**src/rtl/axis_tx_pkg.sv**
```systemverilog
// ============================================================================
// Module      : axis_tx_pkg
// Description : Shared types and helpers for the AXI-Stream packet transmitter.
// Revision    : 1.0 - initial release
// ============================================================================
`default_nettype none

package axis_tx_pkg;

    typedef enum logic [0:0] {
        IDLE = 1'b0,
        SEND = 1'b1
    } tx_state_t;

    localparam int BEAT_CNT_W   = 16;
    localparam int c_MAX_STRB_W = 128;

    // Callers truncate the result to their own strobe width.
    function automatic logic [c_MAX_STRB_W-1:0] strb_all(input int data_width);
        logic [c_MAX_STRB_W-1:0] v;
        v = '0;
        for (int i = 0; i < c_MAX_STRB_W; i++) begin
            if (i < data_width / 8) begin
                v[i] = 1'b1;
            end
        end
        return v;
    endfunction

endpackage

`default_nettype wire

```
**src/rtl/axis_tx_fifo.sv**
```systemverilog
// ============================================================================
// Module      : axis_tx_fifo
// Description : Synchronous FIFO with occupancy count and sticky overflow flag.
// Revision    : 1.0 - initial release
// ============================================================================
`default_nettype none

module axis_tx_fifo #(
    parameter int  DATA_WIDTH = 32,
    parameter int  FIFO_DEPTH = 16,
    localparam int ADDR_W     = $clog2(FIFO_DEPTH),
    localparam int CNT_W      = $clog2(FIFO_DEPTH) + 1
) (
    input  logic                  clk,
    input  logic                  rst_n,
    input  logic                  i_wr_en,
    input  logic [DATA_WIDTH-1:0] i_wr_data,
    input  logic                  i_rd_en,
    output logic [DATA_WIDTH-1:0] o_rd_data,
    output logic                  o_full,
    output logic                  o_empty,
    output logic [CNT_W-1:0]      o_count,
    output logic                  o_overflow
);

    logic [DATA_WIDTH-1:0] r_mem [FIFO_DEPTH];
    logic [ADDR_W-1:0]     r_wr_ptr;
    logic [ADDR_W-1:0]     r_rd_ptr;
    logic [CNT_W-1:0]      r_count;
    logic                  r_overflow;
    logic                  w_push;
    logic                  w_pop;

    // Full is judged on the current count, so a simultaneous pop never frees room for a push.
    assign o_full     = (r_count == CNT_W'(FIFO_DEPTH));
    assign o_empty    = (r_count == '0);
    assign w_push     = i_wr_en && !o_full;
    assign w_pop      = i_rd_en && !o_empty;
    assign o_rd_data  = r_mem[r_rd_ptr];
    assign o_count    = r_count;
    assign o_overflow = r_overflow;

    always_ff @(posedge clk) begin
        if (w_push) begin
            r_mem[r_wr_ptr] <= i_wr_data;
        end
    end

    always_ff @(posedge clk or negedge rst_n) begin
        if (!rst_n) begin
            r_wr_ptr   <= '0;
            r_rd_ptr   <= '0;
            r_count    <= '0;
            r_overflow <= 1'b0;
        end else begin
            if (w_push) begin
                r_wr_ptr <= r_wr_ptr + ADDR_W'(1);
            end
            if (w_pop) begin
                r_rd_ptr <= r_rd_ptr + ADDR_W'(1);
            end
            case ({w_push, w_pop})
                2'b10:   r_count <= r_count + CNT_W'(1);
                2'b01:   r_count <= r_count - CNT_W'(1);
                default: r_count <= r_count;
            endcase
            if (i_wr_en && o_full) begin
                r_overflow <= 1'b1;
            end
        end
    end

endmodule

`default_nettype wire

```
**src/rtl/axis_packet_tx.sv**
```systemverilog
// ============================================================================
// Module      : axis_packet_tx
// Description : AXI-Stream master emitting FIFO words as fixed-length packets.
//               Define AXIS_TX_PKT_CNT_EN to add the pkt_count output.
// Revision    : 1.0 - initial release
// ============================================================================
`default_nettype none

module axis_packet_tx
    import axis_tx_pkg::*;
#(
    parameter int DATA_WIDTH = 32,
    parameter int FIFO_DEPTH = 16,
    parameter int PKT_LEN    = 4
) (
    input  logic                           m00_axis_aclk,
    input  logic                           m00_axis_aresetn,
    input  logic                           wr_en,
    input  logic [DATA_WIDTH-1:0]          wr_data,
    output logic                           wr_full,
    output logic                           wr_overflow,
    output logic [$clog2(FIFO_DEPTH):0]    fifo_count,
    input  logic                           tx_enable,
    output logic                           busy,
    input  logic                           m00_axis_tready,
    output logic [DATA_WIDTH-1:0]          m00_axis_tdata,
    output logic [DATA_WIDTH/8-1:0]        m00_axis_tstrb,
    output logic                           m00_axis_tvalid,
    output logic                           m00_axis_tlast
`ifdef AXIS_TX_PKT_CNT_EN
    ,
    output logic [31:0]                    pkt_count
`endif
);

    localparam int                    STRB_W      = DATA_WIDTH / 8;
    localparam logic [STRB_W-1:0]     c_STRB_ONES = STRB_W'(strb_all(DATA_WIDTH));
    localparam logic [BEAT_CNT_W-1:0] c_LAST_IDX  = BEAT_CNT_W'(PKT_LEN - 1);

    tx_state_t               r_state;
    tx_state_t               w_state_nxt;
    logic [BEAT_CNT_W-1:0]   r_beat_cnt;
    logic [BEAT_CNT_W-1:0]   w_load_idx;
    logic                    w_xfer;
    logic                    w_load;
    logic                    w_fifo_empty;
    logic [DATA_WIDTH-1:0]   w_fifo_data;
    logic [DATA_WIDTH-1:0]   r_tdata;
    logic [STRB_W-1:0]       r_tstrb;
    logic                    r_tvalid;
    logic                    r_tlast;

    axis_tx_fifo #(
        .DATA_WIDTH (DATA_WIDTH),
        .FIFO_DEPTH (FIFO_DEPTH)
    ) u_fifo (
        .clk        (m00_axis_aclk),
        .rst_n      (m00_axis_aresetn),
        .i_wr_en    (wr_en),
        .i_wr_data  (wr_data),
        .i_rd_en    (w_load),
        .o_rd_data  (w_fifo_data),
        .o_full     (wr_full),
        .o_empty    (w_fifo_empty),
        .o_count    (fifo_count),
        .o_overflow (wr_overflow)
    );

    assign w_xfer = r_tvalid && m00_axis_tready;

    always_comb begin
        w_state_nxt = r_state;
        w_load      = 1'b0;
        // Index of the beat that would be loaded now: the in-flight beat leaves on a transfer.
        w_load_idx  = w_xfer ? (r_beat_cnt + BEAT_CNT_W'(1)) : r_beat_cnt;
        case (r_state)
            IDLE: begin
                if (tx_enable && !w_fifo_empty) begin
                    w_load      = 1'b1;
                    w_state_nxt = SEND;
                end
            end
            SEND: begin
                if (w_xfer && r_tlast) begin
                    w_state_nxt = IDLE;
                end else if ((!r_tvalid || w_xfer) && !w_fifo_empty) begin
                    w_load = 1'b1;
                end
            end
            default: w_state_nxt = IDLE;
        endcase
    end

    always_ff @(posedge m00_axis_aclk or negedge m00_axis_aresetn) begin
        if (!m00_axis_aresetn) begin
            r_state    <= IDLE;
            r_beat_cnt <= '0;
            r_tvalid   <= 1'b0;
            r_tlast    <= 1'b0;
            r_tdata    <= '0;
            r_tstrb    <= '0;
        end else begin
            r_state <= w_state_nxt;
            if (w_xfer) begin
                r_beat_cnt <= r_tlast ? '0 : (r_beat_cnt + BEAT_CNT_W'(1));
            end
            if (w_load) begin
                r_tvalid <= 1'b1;
                r_tdata  <= w_fifo_data;
                r_tstrb  <= c_STRB_ONES;
                r_tlast  <= (w_load_idx == c_LAST_IDX);
            end else if (w_xfer) begin
                r_tvalid <= 1'b0;
                r_tlast  <= 1'b0;
            end
        end
    end

`ifdef AXIS_TX_PKT_CNT_EN
    logic [31:0] r_pkt_count;

    always_ff @(posedge m00_axis_aclk or negedge m00_axis_aresetn) begin
        if (!m00_axis_aresetn) begin
            r_pkt_count <= '0;
        end else if (w_xfer && r_tlast) begin
            r_pkt_count <= r_pkt_count + 32'd1;
        end
    end

    assign pkt_count = r_pkt_count;
`endif

    assign busy            = (r_state == SEND);
    assign m00_axis_tdata  = r_tdata;
    assign m00_axis_tstrb  = r_tstrb;
    assign m00_axis_tvalid = r_tvalid;
    assign m00_axis_tlast  = r_tlast;

endmodule

`default_nettype wire

```
**config.mk**
```make
export PLATFORM = sky130hd
export DESIGN_NAME = axis_packet_tx
export DESIGN_NICKNAME = d
export VERILOG_FILES = /design/src/rtl/axis_tx_pkg.sv /design/src/rtl/axis_tx_fifo.sv /design/src/rtl/axis_packet_tx.sv
export SDC_FILE = /design/constraint.sdc
export NUM_CORES = 1
export LEC_CHECK = 0
export CAP_MARGIN = 0
export CORE_MARGIN = 1
export CORE_UTILIZATION = 40
export CTS_CLUSTER_SIZE = 8
export DETAILED_ROUTE_END_ITERATION = 7
export PLACE_DENSITY = 0.56
export SYNTH_ARGS = -nofsm -noshare
export SYNTH_HDL_FRONTEND = slang
export SYNTH_SLANG_ARGS = --single-unit
```
**constraint.sdc**
```tcl
create_clock -name m00_axis_aclk -period 4.22 [get_ports m00_axis_aclk]
set_input_delay 1.266 -clock m00_axis_aclk [delete_from_list [all_inputs] [get_ports m00_axis_aclk]]
set_output_delay 1.266 -clock m00_axis_aclk [all_outputs]
set_load 0.005 [all_outputs]
```
# [Word-level counts from Yosys, hierarchy flattened]
# Memory sizes are Yosys's and may differ from the RTL's. A register that Yosys moved wholly into a read port is not among the register bits.
# Index checks and enable logic that the tools add are counted.
[word_totals] regBits=34 ram_bits=512 inputBits=37 out_inout_bits=46 word_cells=49 mem_count=1
[classes] n_addsub=5 n_eq_ne=4 n_mux=14 n_bitwise=1 n_reduce_logical=15
[memory_table] memory="u_fifo.r_mem" words=16 width=32 read_ports=1 rd_ports_with_merged_regs=1 wr=1 line_no="axis_tx_fifo.sv:26" rtl="logic [DATA_WIDTH-1:0] r_mem [FIFO_DEPTH];"
[ops] operator="$mux 16" n=2
[ops] operator="$add 16x1->16 const B" n=1
[ops] operator="$eq 16x2->1 const B" n=1
[ops] operator="$pmux 5 s2" n=1
[ops] operator="$mux 1" n=9
[ops] operator="$add 4x1->4 const B" n=2
[ops] operator="$logic_and 1x1->1" n=7
[ops] operator="$add 5x1->5 const B" n=1
[ops] operator="$eq 5x5->1 const B" n=1
[ops] operator="$logic_not 5->1" n=1
[ops] operator="$sub 5x1->5 const B" n=1
[ops] operator="$logic_not 1->1" n=4
[ops] operator="$pmux 1 s2" n=2
[ops] operator="$reduce_bool 2->1" n=2
[ops] operator="$eq 2x1->1 const B" n=1
[ops] operator="$eq 2x2->1 const B" n=1
[ops] operator="$logic_or 1x1->1" n=1
[ops] operator="$not 1->1" n=1

# [Longest topological paths before layout]
# Gate-level depths: netlist of run 1.
[depth] depth_word=9 mapped_depth=13 depth_no_buf=12

# [By module]
# Synthesis of run 1 repeated with hierarchy kept, for this count alone.
[hier_totals] cells_unflattened=1239 area_unflattened_um2=22959.5
[by_module_without_submodules] module="axis_tx_fifo" instances=1 cells_per_inst=1014 area_per_inst_um2=20424.6 seq_area_each_um2=15725.1
[by_module_without_submodules] module="axis_packet_tx" instances=1 cells_per_inst=225 area_per_inst_um2=2534.9 seq_area_each_um2=1301.2

# [Worst setup path before layout of run 1]
# Ideal clock, no wire load.
[synth_timing] path_type="input port to flip-flop" from="input wr_en" to="memory u_fifo.r_mem[3][0] (enable)" t_arrival_ps=4014 required_ps=3759 slack_ps=-255 path_stages=4 n_path_buf=1 path_cell_list="and2_1 > clkbuf_1 > nand2_1 > nor3_1"
[synth_via] elab_chain_len=3
[synth_rtl] item="start: declaration" line_no="axis_packet_tx.sv:18" rtl="input logic wr_en,"
[synth_rtl] item="$logic_and 1x1->1" line_no="axis_tx_fifo.sv:37" rtl="assign w_push = i_wr_en && !o_full;"
[synth_rtl] item="$mux 1" line_no="axis_tx_fifo.sv:44" rtl="if (w_push) begin"
[synth_rtl] item="$mux 1 (not written as such)" line_no="axis_tx_fifo.sv:45" rtl="r_mem[r_wr_ptr] <= i_wr_data;"
[synth_rtl] item="end: declaration" line_no="axis_tx_fifo.sv:26"
# Every way passes these cells.

# [Worst setup path in the final report of run 1]
[layout_timing] from="input m00_axis_tready" to="register u_fifo.r_count[4] (netlist: u_fifo.o_count[4])"
[layout_via] elab_chain_len=9 word_cells_on_any_way=12 classes_between="eq/ne (2); mux (4); reduce/logical (6)"
[layout_rtl] item="start: declaration" line_no="axis_packet_tx.sv:25" rtl="input logic m00_axis_tready,"
[layout_rtl] item="$logic_and 1x1->1 (*)" line_no="axis_packet_tx.sv:69" rtl="assign w_xfer = r_tvalid && m00_axis_tready;"
[layout_rtl] item="$logic_or 1x1->1" line_no="axis_packet_tx.sv:86" rtl="end else if ((!r_tvalid || w_xfer) && !w_fifo_empty) begin"
[layout_rtl] item="$logic_and 1x1->1" line_no="axis_packet_tx.sv:86"
[layout_rtl] item="$mux 1" line_no="axis_packet_tx.sv:86"
[layout_rtl] item="$mux 1 (*)" line_no="axis_packet_tx.sv:84" rtl="if (w_xfer && r_tlast) begin"
[layout_rtl] item="$pmux 1 s2 (*)" line_no="axis_packet_tx.sv:76" rtl="case (r_state)"
[layout_rtl] item="$logic_and 1x1->1 (*)" line_no="axis_tx_fifo.sv:38" rtl="assign w_pop = i_rd_en && !o_empty;"
[layout_rtl] item="via u_fifo.w_pop" line_no="axis_tx_fifo.sv:32" rtl="logic w_pop;"
[layout_rtl] item="$eq 2x1->1 / $eq 2x2->1 (equally long branches)" line_no="axis_tx_fifo.sv:62" rtl="case ({w_push, w_pop})"
[layout_rtl] item="$pmux 5 s2 / $reduce_bool 2->1 (equally long branches)"
[layout_rtl] item="end signal: assignment" line_no="axis_tx_fifo.sv:63" rtl="2'b10: r_count <= r_count + CNT_W'(1);"
[layout_rtl] item="end signal: assignment" line_no="axis_tx_fifo.sv:64" rtl="2'b01: r_count <= r_count - CNT_W'(1);"
[layout_rtl] item="end signal: assignment" line_no="axis_tx_fifo.sv:65" rtl="default: r_count <= r_count;"
[layout_rtl] item="end: declaration" line_no="axis_tx_fifo.sv:29" rtl="logic [CNT_W-1:0] r_count;"
# The timed path passes the listed nets; every way through them passes the cells marked *.
# A chain may end at the register's enable or synchronous reset.

==> flow_metrics.py, run 1 <==
metrics = {
    "clock_network": {
        "ctsResizeCount": 0,
        "cts_setup_buffers": 0,
        "cts.hold.buffers_added": 0,
        "cts_root_buffer": "clkbuf_16",
        "cts_buffer_depth": 3,
        "clk_pin_slew_worst_paths_ns": 0.05,
        "clock_latency_ns": 0.62,
        "cts_tree": "done",
        "cts_buffers": 82,
        "cts_sinks": 578,
        "htree_levels": 3,
    },
    "route": {
        "vias_per_cell": 5.259,
        "ant_nets": 0,
        "drt_wl_total_um": 47120,
        "drtPass1Iterations": 5,
        "drt_first_iter_violations": 749,
        "post_drt_wl_per_cell_um": 23.93,
        "vias": 10355,
        "drc": 0,
    },
    "grt": {
        "antenna_found_initial": 1,
        "overflow": 0,
        "grt_max_degree": 53,
        "grt_pass1_wl_um": 71630,
        "track_usage": 0.1731,
        "grt_pass1_vias": 11072,
    },
    "setup_path": {
        "startpoint_type": "input pin",
        "cp.arrival_ns": 3.88,
        "worstPathRequired_ns": 4.75,
        "cp-end-kind": "register",
        "worst-path-max-fanout": 7,
        "critPathMaxStageDelay_ns": 0.57,
        "slowest_stage": "clkdlybuf4s50_1",
        "path_class": "input pin to register",
        "path_cells": "clkdlybuf4s50_1 -> nor2b_1 -> o221ai_4 -> inv_1 -> ha_1 -> inv_1 -> fa_1 -> nor2b_1 -> o21ai_0 -> and3_1 -> nor3_1 -> xor2_1",
    },
    "synthesis": {
        "yosysSeqAreaShare": 0.7619,
        "syn_area_mm2": 0.02235,
        "ys_types": 41,
        "ys_seq_elements": 578,
        "synth.avg_cell_area_um2": 22.26,
        "async_flop_share": 0.1142,
        "synth.most_common_cell": "edfxtp_1",
        "synth_edf_count": 512,
        "ys_warn_count": 0,
        "synth_area_leader_cell": "edfxtp_1",
        "synth_nets": 1052,
        "synth_flop_cell": "edfxtp_1",
        "synth_area_leaders": "edfxtp_1 (69%), mux4_2 (16%), dfrtp_1 (7.4%), mux2_2 (1.6%), ha_1 (0.56%)",
        "netlist_instances": 1004,
        "synth_commonest_cells": "edfxtp_1 (512), mux4_2 (160), dfrtp_1 (66), mux2_2 (32), nor2_1 (30)",
        "synth_top_area_frac": 0.6880,
    },
    "sta": {
        "rsz0062_at_grt": "no",
        "whs_ns": 0.4552,
        "period_share": 0.7933,
        "fin_setup_tns_ns": 0,
        "relSlewSlack": 0.3566,
        "max_freq_mhz": 298.7,
        "skew_ns": 0.04393,
        "setup_viol": 0,
        "worst_slew_pin_slew_ns": 0.9651,
        "slew_viol_final": 0,
        "post-route-min-period_ns": 3.348,
        "hold_viol_final": 0,
    },
    "outcome": {
        "status": "complete, no violations",
    },
    "power_and_ir_drop": {
        "power_w": 0.01849,
        "cellPowerDensity_mw_per_mm2": 688.4,
        "power.leakage_nw": 8.729,
        "ir_worst_vdd_mv": 0.3848,
    },
    "place": {
        "place_hpwl_um": 26640,
        "numPortBuffers": 82,
        "place_inst": 1821,
        "routabilityCongestion": 0.7474,
    },
    "cells_and_area": {
        "syn_to_final_growth_pct": 20.18,
        "drive_gt1_frac": 0.2842,
        "fillers": 4458,
        "stdcell_count": 1969,
        "antenna_cells": 0,
        "layout.nets": 1205,
    },
    "flow_run": {
        "cap_violations": 0,
    },
    "floorplan": {
        "die_h_um": 238.4,
        "die_w_um": 238.4,
        "core-area_mm2": 0.05520,
        "io-pin-count": 83,
        "num_rows": 86,
        "die_area_mm2": 0.05682,
        "initial_core_util": 0.4048,
    },
    "hold_path": {
        "hp-class": "register to register",
    },
}
-- registers in the layout (all words and copies together), names as in the netlist, 4 cells and up --
signal	count
m00_axis_tdata	32
r_beat_cnt	16
u_fifo.o_count	5
u_fifo.r_mem	512
u_fifo.r_rd_ptr	4
u_fifo.r_wr_ptr	4
-- final cells by class --
cell class | instances | area, µm² | area share
clock buffer | 141 | 2273 | 0.08465
sequential | 578 | 17040 | 0.6343
timing repair buffer | 124 | 1284 | 0.04780
multi-input combinational | 361 | 5165 | 0.1923
tap | 748 | 935.9 | 0.03485
clock inverter | 7 | 125.1 | 0.004659
inverter | 10 | 37.54 | 0.001398
-- worst max-delay path, delay by kind of cell --
| kind | cells | cell delay, ns |
|---|---|---|
| AND/OR/NAND/NOR | 4 | 0.75 |
| AO/OA/AOI/OAI | 2 | 0.25 |
| buffers and inverters | 3 | 0.81 |
| adder cells (fa/ha/maj) | 2 | 0.65 |
| XOR/XNOR | 1 | 0.16 |
-- power breakdown --
part           switching [W]  leakage (nW)  total [W]  internal [W]
Combinational        0.00212          2.19    0.00479       0.00267
Clock                0.00239          1.13    0.00605       0.00366
Sequential          0.000614          5.41    0.00765       0.00704
Total                0.00512          8.73     0.0185        0.0134
-- stage by stage --
stage	setup WS [ns]	util	area (µm²)
floorplan	0.6004	-	22370
global placement	0.2774	0.4431	24460
detailed placement	0.2347	0.4431	24460
CTS	0.8901	0.4865	26860
global route	0.6497	0.4865	26860
finish	0.8723	0.4865	26860
-- per-layer routing --
layer / global-route usage / up-vias / part of all wire
li1: - / 4484 / -
met1: 0.2453 / 5552 / 0.45
met2: 0.2695 / 249 / 0.48
met3: 0.03795 / 68 / 0.052
met4: 0.05128 / 2 / 0.018
met5: 0 / - / 0.00019
-- cell usage in the layout, fill, tap and decap left out, drive strengths merged --
cell           count
xor2              10
nor3              11
clkbuf           141
edfxtp           512
nand2b             5
mux2              32
mux2i              4
o31ai              1
and2               1
or3b               2
fa                 1
a21oi              6
o41ai              1
or2                2
nor4               4
nand4b             1
mux4             160
or4                1
nand3              7
buf               43
o21ai             13
nand4              7
inv               12
and4               1
o21bai             1
and3               2
a21o               3
ha                10
clkdlybuf4s50     81
clkinv             5
dfrtp             66
o211ai             1
o221ai             1
nand2             25
a221oi             1
or3                2
nor2b              2
nor2              30
xnor2             13
-- worst paths after layout --
path                       slack (ns)                        endpoint                     startpoint  depth (start not counted)
setup / recovery                 0.87   u_fifo.o_count[4]$_DFFE_PN0P_                m00_axis_tready                         12
hold / removal                   0.46   u_fifo.o_overflow$_DFFE_PN0P_  u_fifo.o_overflow$_DFFE_PN0P_                          1
setup reg to reg                 1.35   u_fifo.o_count[4]$_DFFE_PN0P_  u_fifo.o_count[1]$_DFFE_PN0P_                         10
hold reg to reg                  0.46   u_fifo.o_overflow$_DFFE_PN0P_  u_fifo.o_overflow$_DFFE_PN0P_                          1
max in group asynchronous        2.66  m00_axis_tdata[31]$_DFFE_PN0P_               m00_axis_aresetn                          2
min in group asynchronous        0.74   u_fifo.o_count[1]$_DFFE_PN0P_               m00_axis_aresetn                          1
-- kinds of logic (layout without fill, tap and decap cells) --
| family | Yosys count | in the layout | synth area share |
|---|---|---|---|
| adder cells (fa/ha/maj) | 11 | 11 | 0.006495 |
| AO/OA/AOI/OAI | 28 | 28 | 0.007447 |
| multiplexers | 196 | 196 | 0.1792 |
| buffers and inverters | 65 | 282 | 0.01383 |
| XOR/XNOR | 23 | 23 | 0.009014 |
| AND/OR/NAND/NOR | 103 | 103 | 0.02217 |
| flip-flops | 578 | 578 | 0.7619 |
(Power assumes the default switching activity.)
==> run 2, diff against run 1 <==
- clock period: 4.22 -> 3.33 ns (I/O delays scaled with it)
==> run 2 against run 1 <==
Net effect:
- core utilization increased by 0.55 points
- highest routed layer unchanged
- largest power group unchanged
- via count increased by 1.1%
- final cell count up 1.1%
- sequential share of layout area fell by 0.70 points
- register-to-register slack lost 0.90 ns
- non-clock buffer count rose by 15
- sequential power increased by 24%
- flip-flop and latch count unchanged
- worst hold slack worse by 0.080 ns
- die area unchanged
- count of clock-buffer cells in the layout is 7 higher
- critical endpoint is now wr_full
- combinational power grew 32%
==> flow_metrics.py, run 2 (same netlist as run 1, synthesis figures left out) <==
metrics = {
    "outcome": {
        "status": "complete, no violations",
    },
    "floorplan": {
        "die_h_um": 238.4,
        "initial_core_util": 0.4048,
        "die_area_mm2": 0.05682,
        "die_w_um": 238.4,
        "io-pin-count": 83,
        "num_rows": 86,
        "core-area_mm2": 0.05520,
    },
    "sta": {
        "period_share": 0.9018,
        "skew_ns": 0.02240,
        "hold_viol_final": 0,
        "rsz0062_at_grt": "no",
        "slew_viol_final": 0,
        "fin_ws_ns": 0.3271,
        "post-route-min-period_ns": 3.003,
        "relSlewSlack": 0.4775,
        "whs_ns": 0.3757,
        "setup_viol": 0,
        "max_freq_mhz": 333.0,
        "worst_slew_pin_slew_ns": 0.7837,
    },
    "route": {
        "ant_nets": 0,
        "drt_first_iter_violations": 698,
        "drc": 0,
        "vias_per_cell": 5.258,
        "drt_wl_total_um": 48240,
        "vias": 10464,
        "drtPass1Iterations": 5,
        "post_drt_wl_per_cell_um": 24.24,
    },
    "cells_and_area": {
        "syn_to_final_growth_pct": 21.53,
        "final_cell_area_mm2": 0.02716,
        "largest_reg_flops": 512,
        "stdcell_count": 1990,
        "largest_register": "u_fifo.r_mem",
        "drive_gt1_frac": 0.2949,
        "layout.nets": 1220,
        "utilization": 0.4920,
        "final_common_cell": "edfxtp_1",
        "final_cell_mix": "edfxtp_1 (512), mux4_2 (160), clkbuf_16 (84)",
    },
    "flow_run": {
        "cap_violations": 0,
    },
    "place": {
        "place_hpwl_um": 26490,
        "place_inst": 1836,
        "pre_cts_slack_ns": -0.07344,
        "placed_area_mm2": 0.02472,
        "numPortBuffers": 82,
        "routabilityCongestion": 0.7464,
    },
    "power_and_ir_drop": {
        "p_sw_frac": 0.2713,
        "power.leakage_nw": 8.864,
        "p_seq_frac": 0.403,
        "pwr-share-comb": 0.268,
        "cellPowerDensity_mw_per_mm2": 866.1,
        "ir_worst_vdd_mv": 0.4117,
        "power_switching_w": 0.006382,
        "clockPowerShare": 0.329,
        "p_int_w": 0.01714,
    },
    "grt": {
        "overflow": 0,
        "track_usage": 0.1784,
        "grt_pass1_vias": 11216,
        "grt_pass1_wl_um": 73220,
        "antenna_found_initial": 3,
        "grt_max_degree": 62,
    },
    "setup_path": {
        "worst-path-max-fanout": 6,
        "slowest_stage": "clkdlybuf4s50_1",
        "worstPathRequired_ns": 2.33,
        "startpoint_type": "register",
        "critical_path.startpoint": "u_fifo.o_count[1]$_DFFE_PN0P_",
        "path_class": "register to output pin",
        "path_cells": "nor4_1 -> nand2_1 -> inv_1 -> clkdlybuf4s50_1",
        "critPathMaxStageDelay_ns": 0.49,
        "cp.arrival_ns": 2.00,
        "cp-end-kind": "output pin",
        "r2r-start": "u_fifo.o_count[1]$_DFFE_PN0P_",
    },
    "clock_network": {
        "cts_buffer_depth": 3,
        "cts_sinks": 578,
        "cts_setup_buffers": 0,
        "cts_buffers": 82,
        "clock_latency_ns": 0.61,
        "clk_pin_slew_worst_paths_ns": 0.05,
        "cts_root_buffer": "clkbuf_16",
        "ctsResizeCount": 0,
        "htree_levels": 3,
        "cts.hold.buffers_added": 0,
        "cts_tree": "done",
    },
    "hold_path": {
        "hp-class": "input pin to async pin",
    },
}
==> run 2: cell count changes in the layout (fill, tap and decap cells not counted), moves of 2 or more <==
cell       delta
clkbuf_8      +3
clkbuf_1      +2
clkbuf_16     +2
inv_6         +3
buf_4         +3
buf_12       +12
clkinv_16     -2
==> run 2: power by group through the flow <==
stage / logic, W / registers, W / clock network, W
after floorplan: 0.00433 / 0.00934 / 0
after global placement: 0.00645 / 0.00959 / 0
after detailed placement: 0.00649 / 0.00962 / 0
after CTS: 0.00650 / 0.00950 / 0.00793
after global routing: 0.00685 / 0.00958 / 0.00821
final: 0.00631 / 0.00949 / 0.00773
==> run 2: worst paths after layout <==
path	depth (start not counted)	slack (ns)	to
hold / removal	1	0.38	m00_axis_tdata[8]$_DFFE_PN0P_
hold reg to reg	1	0.46	u_fifo.o_overflow$_DFFE_PN0P_
min in group m00_axis_aclk	1	0.46	u_fifo.o_overflow$_DFFE_PN0P_
setup / recovery	4	0.33	wr_full
max in group asynchronous	2	2.33	r_beat_cnt[5]$_DFFE_PN0N_
setup reg to reg	11	0.45	u_fifo.o_count[4]$_DFFE_PN0P_
==> run 2: final cells by class <==
| class | count | area [µm²] |
|---|---|---|
| fillers | 4465 | 28040 |
| well taps | 748 | 935.9 |
| clock buffers | 148 | 2372 |
| inverters | 10 | 37.54 |
| diodes | 1 | 2.502 |
| multi-input cells | 361 | 5165 |
| clock inverters | 5 | 62.56 |
| flip-flops and latches | 578 | 17040 |
| repair buffers | 139 | 1546 |
==> run 2: through the flow <==
step / total power, W / setup TNS [ns]
after floorplan: 0.01367 / -1.728
after global placement: 0.01604 / -0.05152
after detailed placement: 0.01611 / -0.07344
after CTS: 0.02394 / 0
after global routing: 0.02464 / 0
final: 0.02352 / 0
==> run 2: routing by layer <==
layer,vias up,GRT usage,part of all wire
met4,4,0.05730,0.017
met3,60,0.03251,0.044
met1,5608,0.2429,0.44
li1,4528,-,-
met5,-,0,0.00044
met2,264,0.2918,0.50
==> run 2: worst max-delay path, delay by kind of cell, from the launching register on <==
kind                   cells  cell delay (ns)
flip-flops                 1             0.44
buffers and inverters      2             0.57
AND/OR/NAND/NOR            2             0.39
==> variant 1 (flow settings as in run 1) <==
`FIFO_DEPTH` is set to 16 in 2 places; all go to 32.
--- a/src/rtl/axis_tx_fifo.sv
+++ b/src/rtl/axis_tx_fifo.sv
@@ -7,7 +7,7 @@
 
 module axis_tx_fifo #(
     parameter int  DATA_WIDTH = 32,
-    parameter int  FIFO_DEPTH = 16,
+    parameter int  FIFO_DEPTH = 32,
     localparam int ADDR_W     = $clog2(FIFO_DEPTH),
     localparam int CNT_W      = $clog2(FIFO_DEPTH) + 1
 ) (
--- a/src/rtl/axis_packet_tx.sv
+++ b/src/rtl/axis_packet_tx.sv
@@ -10,7 +10,7 @@
     import axis_tx_pkg::*;
 #(
     parameter int DATA_WIDTH = 32,
-    parameter int FIFO_DEPTH = 16,
+    parameter int FIFO_DEPTH = 32,
     parameter int PKT_LEN    = 4
 ) (
     input  logic                           m00_axis_aclk,
Interface: changed (resized fifo_count); port bits go from 83 to 84. No check against the original RTL was run, so the function may have changed too.
==> variant 1 against run 1 <==
Worst setup slack worse by 34 ps. Design area is 85% higher. Synthesized area is 88% higher. Critical path depth is 9 lower. Largest power group unchanged. First-iteration DRC count is 120% higher. Total power is 80% higher. Largest cell class unchanged. Sequential cell count is 515 higher. Via count is 89% higher. Count of clock-buffer cells in the layout is 104 higher. Sequential power is 76% higher. Wire length is 110% higher.
==> variant 1: results (changes against run 1) <==
* GPL Wtd Cong at 0.7674 (+2.7%)
* Total net switching power at 0.009354 W (+83%)
* GRT Total Usage at 18.84% (+1.5 points)
* Cts bufs inserted at 155 (+89%)
* Slowest stage delay, CP at 510 ps (-60 ps)
* Register area share after synthesis at 77.19% (+1.0 points)
* Max FO, Critical Path at 5 (-2)
* Number of H-tree levels at 4 (+1)
* Largest net degree at the start of global routing at 92 (+74%)
* Setup WS post-layout at 837.9 ps (-34.42 ps)
* Worst clock skew at 19.72 ps (-24.21 ps)
* Synth area leaders: edfxtp_1 73%, mux4_2 17%, dfrtp_1 4.1%
* Vias in the first global route at 20,790 (+88%)
* Global-route wire length before repair at 144,000 um (+100%)
* Comb power frac at 25.7% (-0.2 points)
* Max reg flops at 1,024 (+100%)
* VDD IR max at 565.5 uV (+47%)
* Placed inst area at 45,320 um^2 (+85%)
* Status: finished clean
* Clock net power at 0.0113 W (+87%)
* Logic power comb at 0.00857 W (+79%)
* Finished Layout Cells at 3,548 (+80%)
* DRT iter0 DRCs at 1,620 (+120%)
* Post-Synthesis Net Count at 1,873 (+78%)
* Layout cell share with drive strength beyond 1 at 29.20% (+0.78 points)
* Dpl ws at 277.7 ps (+42.96 ps)
* DR vias/cell at 5.509 (+4.8%)
* Fraction of registers with async set/reset at 6.313% (-5.1 points)
* Worst setup path end: wr_full
* Number of flops mapped to enable cells by yosys at 1,024 (+100%)
* Dpl cells at 3,288 (+81%)
* Port Buf Inserts at 83 (+1.2%)
* Slew margin rel. at 19.23% (-16 points)
## variant 1: cell types whose count changed after synthesis, sizes merged, moves of 4 or more
cell    before   now
edfxtp     512  1024
mux4       160   320
nand2       25    65
mux2i        4    35
o21ai       13    43
mux2        32     3
clkbuf      24    52
nor2        30    56
buf         31    45
nor3        11     4
xor2        10     6
## variant 1: worst min path at each step
| stage | end | slack (ps) | cells past startpoint |
|---|---|---|---|
| after global placement | u_fifo.o_overflow$_DFFE_PN0P_ | 450 | 1 |
| final | u_fifo.o_overflow$_DFFE_PN0P_ | 450 | 1 |
| after floorplan | u_fifo.o_overflow$_DFFE_PN0P_ | 450 | 1 |
| after CTS | u_fifo.o_overflow$_DFFE_PN0P_ | 460 | 1 |
| after detailed placement | u_fifo.o_overflow$_DFFE_PN0P_ | 450 | 1 |
| after global routing | u_fifo.o_overflow$_DFFE_PN0P_ | 470 | 1 |
## variant 1: logic make-up after synthesis
group                    Yosys count  synth area share [%]
adder cells (fa/ha/maj)           12                0.3747
multiplexers                     358                 18.04
buffers and inverters            106                 1.264
XOR/XNOR                          22                0.4580
AND/OR/NAND/NOR                  168                 1.814
AO/OA/AOI/OAI                     65                0.8594
flip-flops                      1093                 77.19
## variant 1: area by class of cell
| class | count | area (um^2) |
|---|---|---|
| fill | 8445 | 54180 |
| sequential | 1093 | 32490 |
| multi-input combinational | 625 | 9314 |
| clock buffer | 245 | 4238 |
| timing repair buffer | 181 | 1752 |
| tap | 1380 | 1727 |
| clock inverter | 15 | 202.7 |
| inverter | 9 | 33.78 |
## variant 1: per-layer routing
metal  share of wire, %  global-route usage, %  wire, um
met3                4.6                  3.492      4551
met2                 50                  31.24     49360
met1                 43                  25.50     42300
met5              0.013                      0        13
met4                2.1                  5.516      2106
==> variant 2 (flow settings as in run 1) <==
Without the edit above. Register the output `fifo_count`, cleared by the reset; this adds one clock of latency there. The other outputs are not delayed to match.
--- a/src/rtl/axis_packet_tx.sv
+++ b/src/rtl/axis_packet_tx.sv
@@ -37,6 +37,8 @@
     localparam logic [STRB_W-1:0]     c_STRB_ONES = STRB_W'(strb_all(DATA_WIDTH));
     localparam logic [BEAT_CNT_W-1:0] c_LAST_IDX  = BEAT_CNT_W'(PKT_LEN - 1);
 
+    logic [$clog2(FIFO_DEPTH):0] fifo_count_d;
+
     tx_state_t               r_state;
     tx_state_t               w_state_nxt;
     logic [BEAT_CNT_W-1:0]   r_beat_cnt;
@@ -62,7 +64,7 @@
         .o_rd_data  (w_fifo_data),
         .o_full     (wr_full),
         .o_empty    (w_fifo_empty),
-        .o_count    (fifo_count),
+        .o_count    (fifo_count_d),
         .o_overflow (wr_overflow)
     );
 
@@ -136,6 +138,14 @@
     assign m00_axis_tvalid = r_tvalid;
     assign m00_axis_tlast  = r_tlast;
 
+    always_ff @(posedge m00_axis_aclk or negedge m00_axis_aresetn) begin
+        if (!m00_axis_aresetn) begin
+            fifo_count <= '0;
+        end else begin
+            fifo_count <= fifo_count_d;
+        end
+    end
+
 endmodule
 
 `default_nettype wire
Formal check against the unedited RTL: not equivalent (Yosys sat finds a counterexample within 4 cycles, from zero or initial values and one cycle with m00_axis_aresetn low).
==> variant 2 against run 1 <==
Total power increased by 1.4%. Synthesized area increased by 0.86%. Clock power increased by 1%. Synthesized cell count increased by 0.40%. Design area increased by 0.43%. Sequential cell count increased by 5. Register-to-register slack improved by 100 ps. Wire length increased by 0.99%. Die area increased by 0.86%. Cell count increased by 0.36%. Critical path depth decreased by 8. Worst setup slack improved by 7.3 ps. Via count decreased by 0.29%. Highest routed layer unchanged.
==> variant 2: results (changes against run 1) <==
* Crit path launch: u_fifo.o_count[1]$_DFFE_PN0P_
* Worst path arrival time at 2070 ps (-1810 ps)
* XOR/XNOR share of the synthesized area at 0.9326% (+0.031 points)
* Netlist cell types at 46 (+12%)
* Status: finished clean
* Max FO, Critical Path at 5 (-2)
* Met1 wire length at 21,030 um (-1.3%)
* Most frequent cells after synthesis: 512 x edfxtp_1, 160 x mux4_2, 71 x dfrtp_1, 33 x nor2_1, 32 x mux2_2
* M1 GR Usage at 23.82% (-0.71 points)
* Post-Synthesis Net Count at 1,056 (+0.38%)
* Finished Layout Cells at 1,976 (+0.36%)
* Met2 wire length at 23,710 um (+5.4%)
* Nets@finish at 1,211 (+0.50%)
* Post-synthesis average cell area at 22.36 um^2 (+0.46%)
* Layout cell share with drive strength beyond 1 at 28.99% (+0.57 points)
* Cells on worst reg2reg path at 14 (+4)
* Met3 Usage GRT at 2.847% (-0.95 points)
* DRT iter0 DRCs at 607 (-19%)
* Fill count at 4,517 (+1.3%)
* Worst Tran Pin Value at 925.6 ps (-39.47 ps)
* GRT Total Usage at 17.32% (+0.018 points)
* Mux share of post-synthesis cell area at 17.81% (-0.11 points)
* Flop2flop setup slack at 1450 ps (+100 ps)
* Wire length on met3 at 2031 um (-17%)
* Global-route wire length before repair at 71,090 um (-0.75%)
* Largest net degree at the start of global routing at 73 (+38%)
* FF+latch area at 17,160 um^2 (+0.73%)
* Synth area leaders: edfxtp_1 68%, mux4_2 16%, dfrtp_1 7.9%
* Worst clock skew at 23.54 ps (-20.39 ps)
* Hpwl dp at 25,890 um (-2.8%)
* Register area share after synthesis at 76.09% (-0.096 points)
* Fraction of registers with async set/reset at 12.18% (+0.76 points)
* DR vias/cell at 5.225 (-0.64%)
* Met2 usage at 28.37% (+1.4 points)
* Dpl cells at 1,826 (+0.27%)
* Compound-gate portion of the synthesized area at 0.8326% (+0.088 points)
* VDD IR max at 452.7 uV (+18%)
* Placed inst area at 24,530 um^2 (+0.29%)
==> variant 2: changes by cell type in the layout (fill, tap and decap cells not counted), moves of 4 or more <==
cell       before  now
buf_12         12    5
buf_4          31   39
clkbuf_16      82   86
dfrtp_1        62   67
nor3_1          7    3
o21ai_0        13    7
==> variant 2: area by class of cell <==
cell class	count	share of cell area, %
Sequential cell	583	63.62
Multi-Input combinational cell	359	19.23
Clock buffer	145	8.837
Timing Repair Buffer	125	4.462
Tap cell	748	3.470
Clock inverter	5	0.2273
Inverter	11	0.1531
==> variant 2: how the worst max path moves through the flow <==
stage	to	slack, ps	cells after the start
2_1_floorplan	u_fifo.r_mem[15][0]$_DFFE_PP_	600	4
3_3_place_gp	u_fifo.o_count[4]$_DFFE_PN0P_	420	12
3_5_place_dp	u_fifo.o_count[4]$_DFFE_PN0P_	390	12
4_1_cts	wr_full	830	4
5_1_grt	wr_full	760	4
6_report	wr_full	880	4
==> variant 2: logic make-up after synthesis <==
kind of cell    Yosys count
flops                   583
mux                     196
simple gates            100
buf+inv                  66
compound gates           28
xor+xnor                 24
fa+ha+maj                11
==> variant 2: power breakdown <==
| part | leakage (nW) | internal, W | total, W | switching [W] |
|---|---|---|---|---|
| clock | 1.16 | 0.00380 | 0.00614 | 0.00234 |
| combinational | 2.20 | 0.00272 | 0.00491 | 0.00219 |
| sequential | 5.47 | 0.00711 | 0.00770 | 0.000590 |
| total | 8.83 | 0.0136 | 0.0187 | 0.00512 |
==> variant 2: critical path, stage by stage (launching register included) <==
cell             delay, ps
dfrtp_1                450
nor4_1                 360
nand2_1                100
inv_1                   70
clkdlybuf4s50_1        490
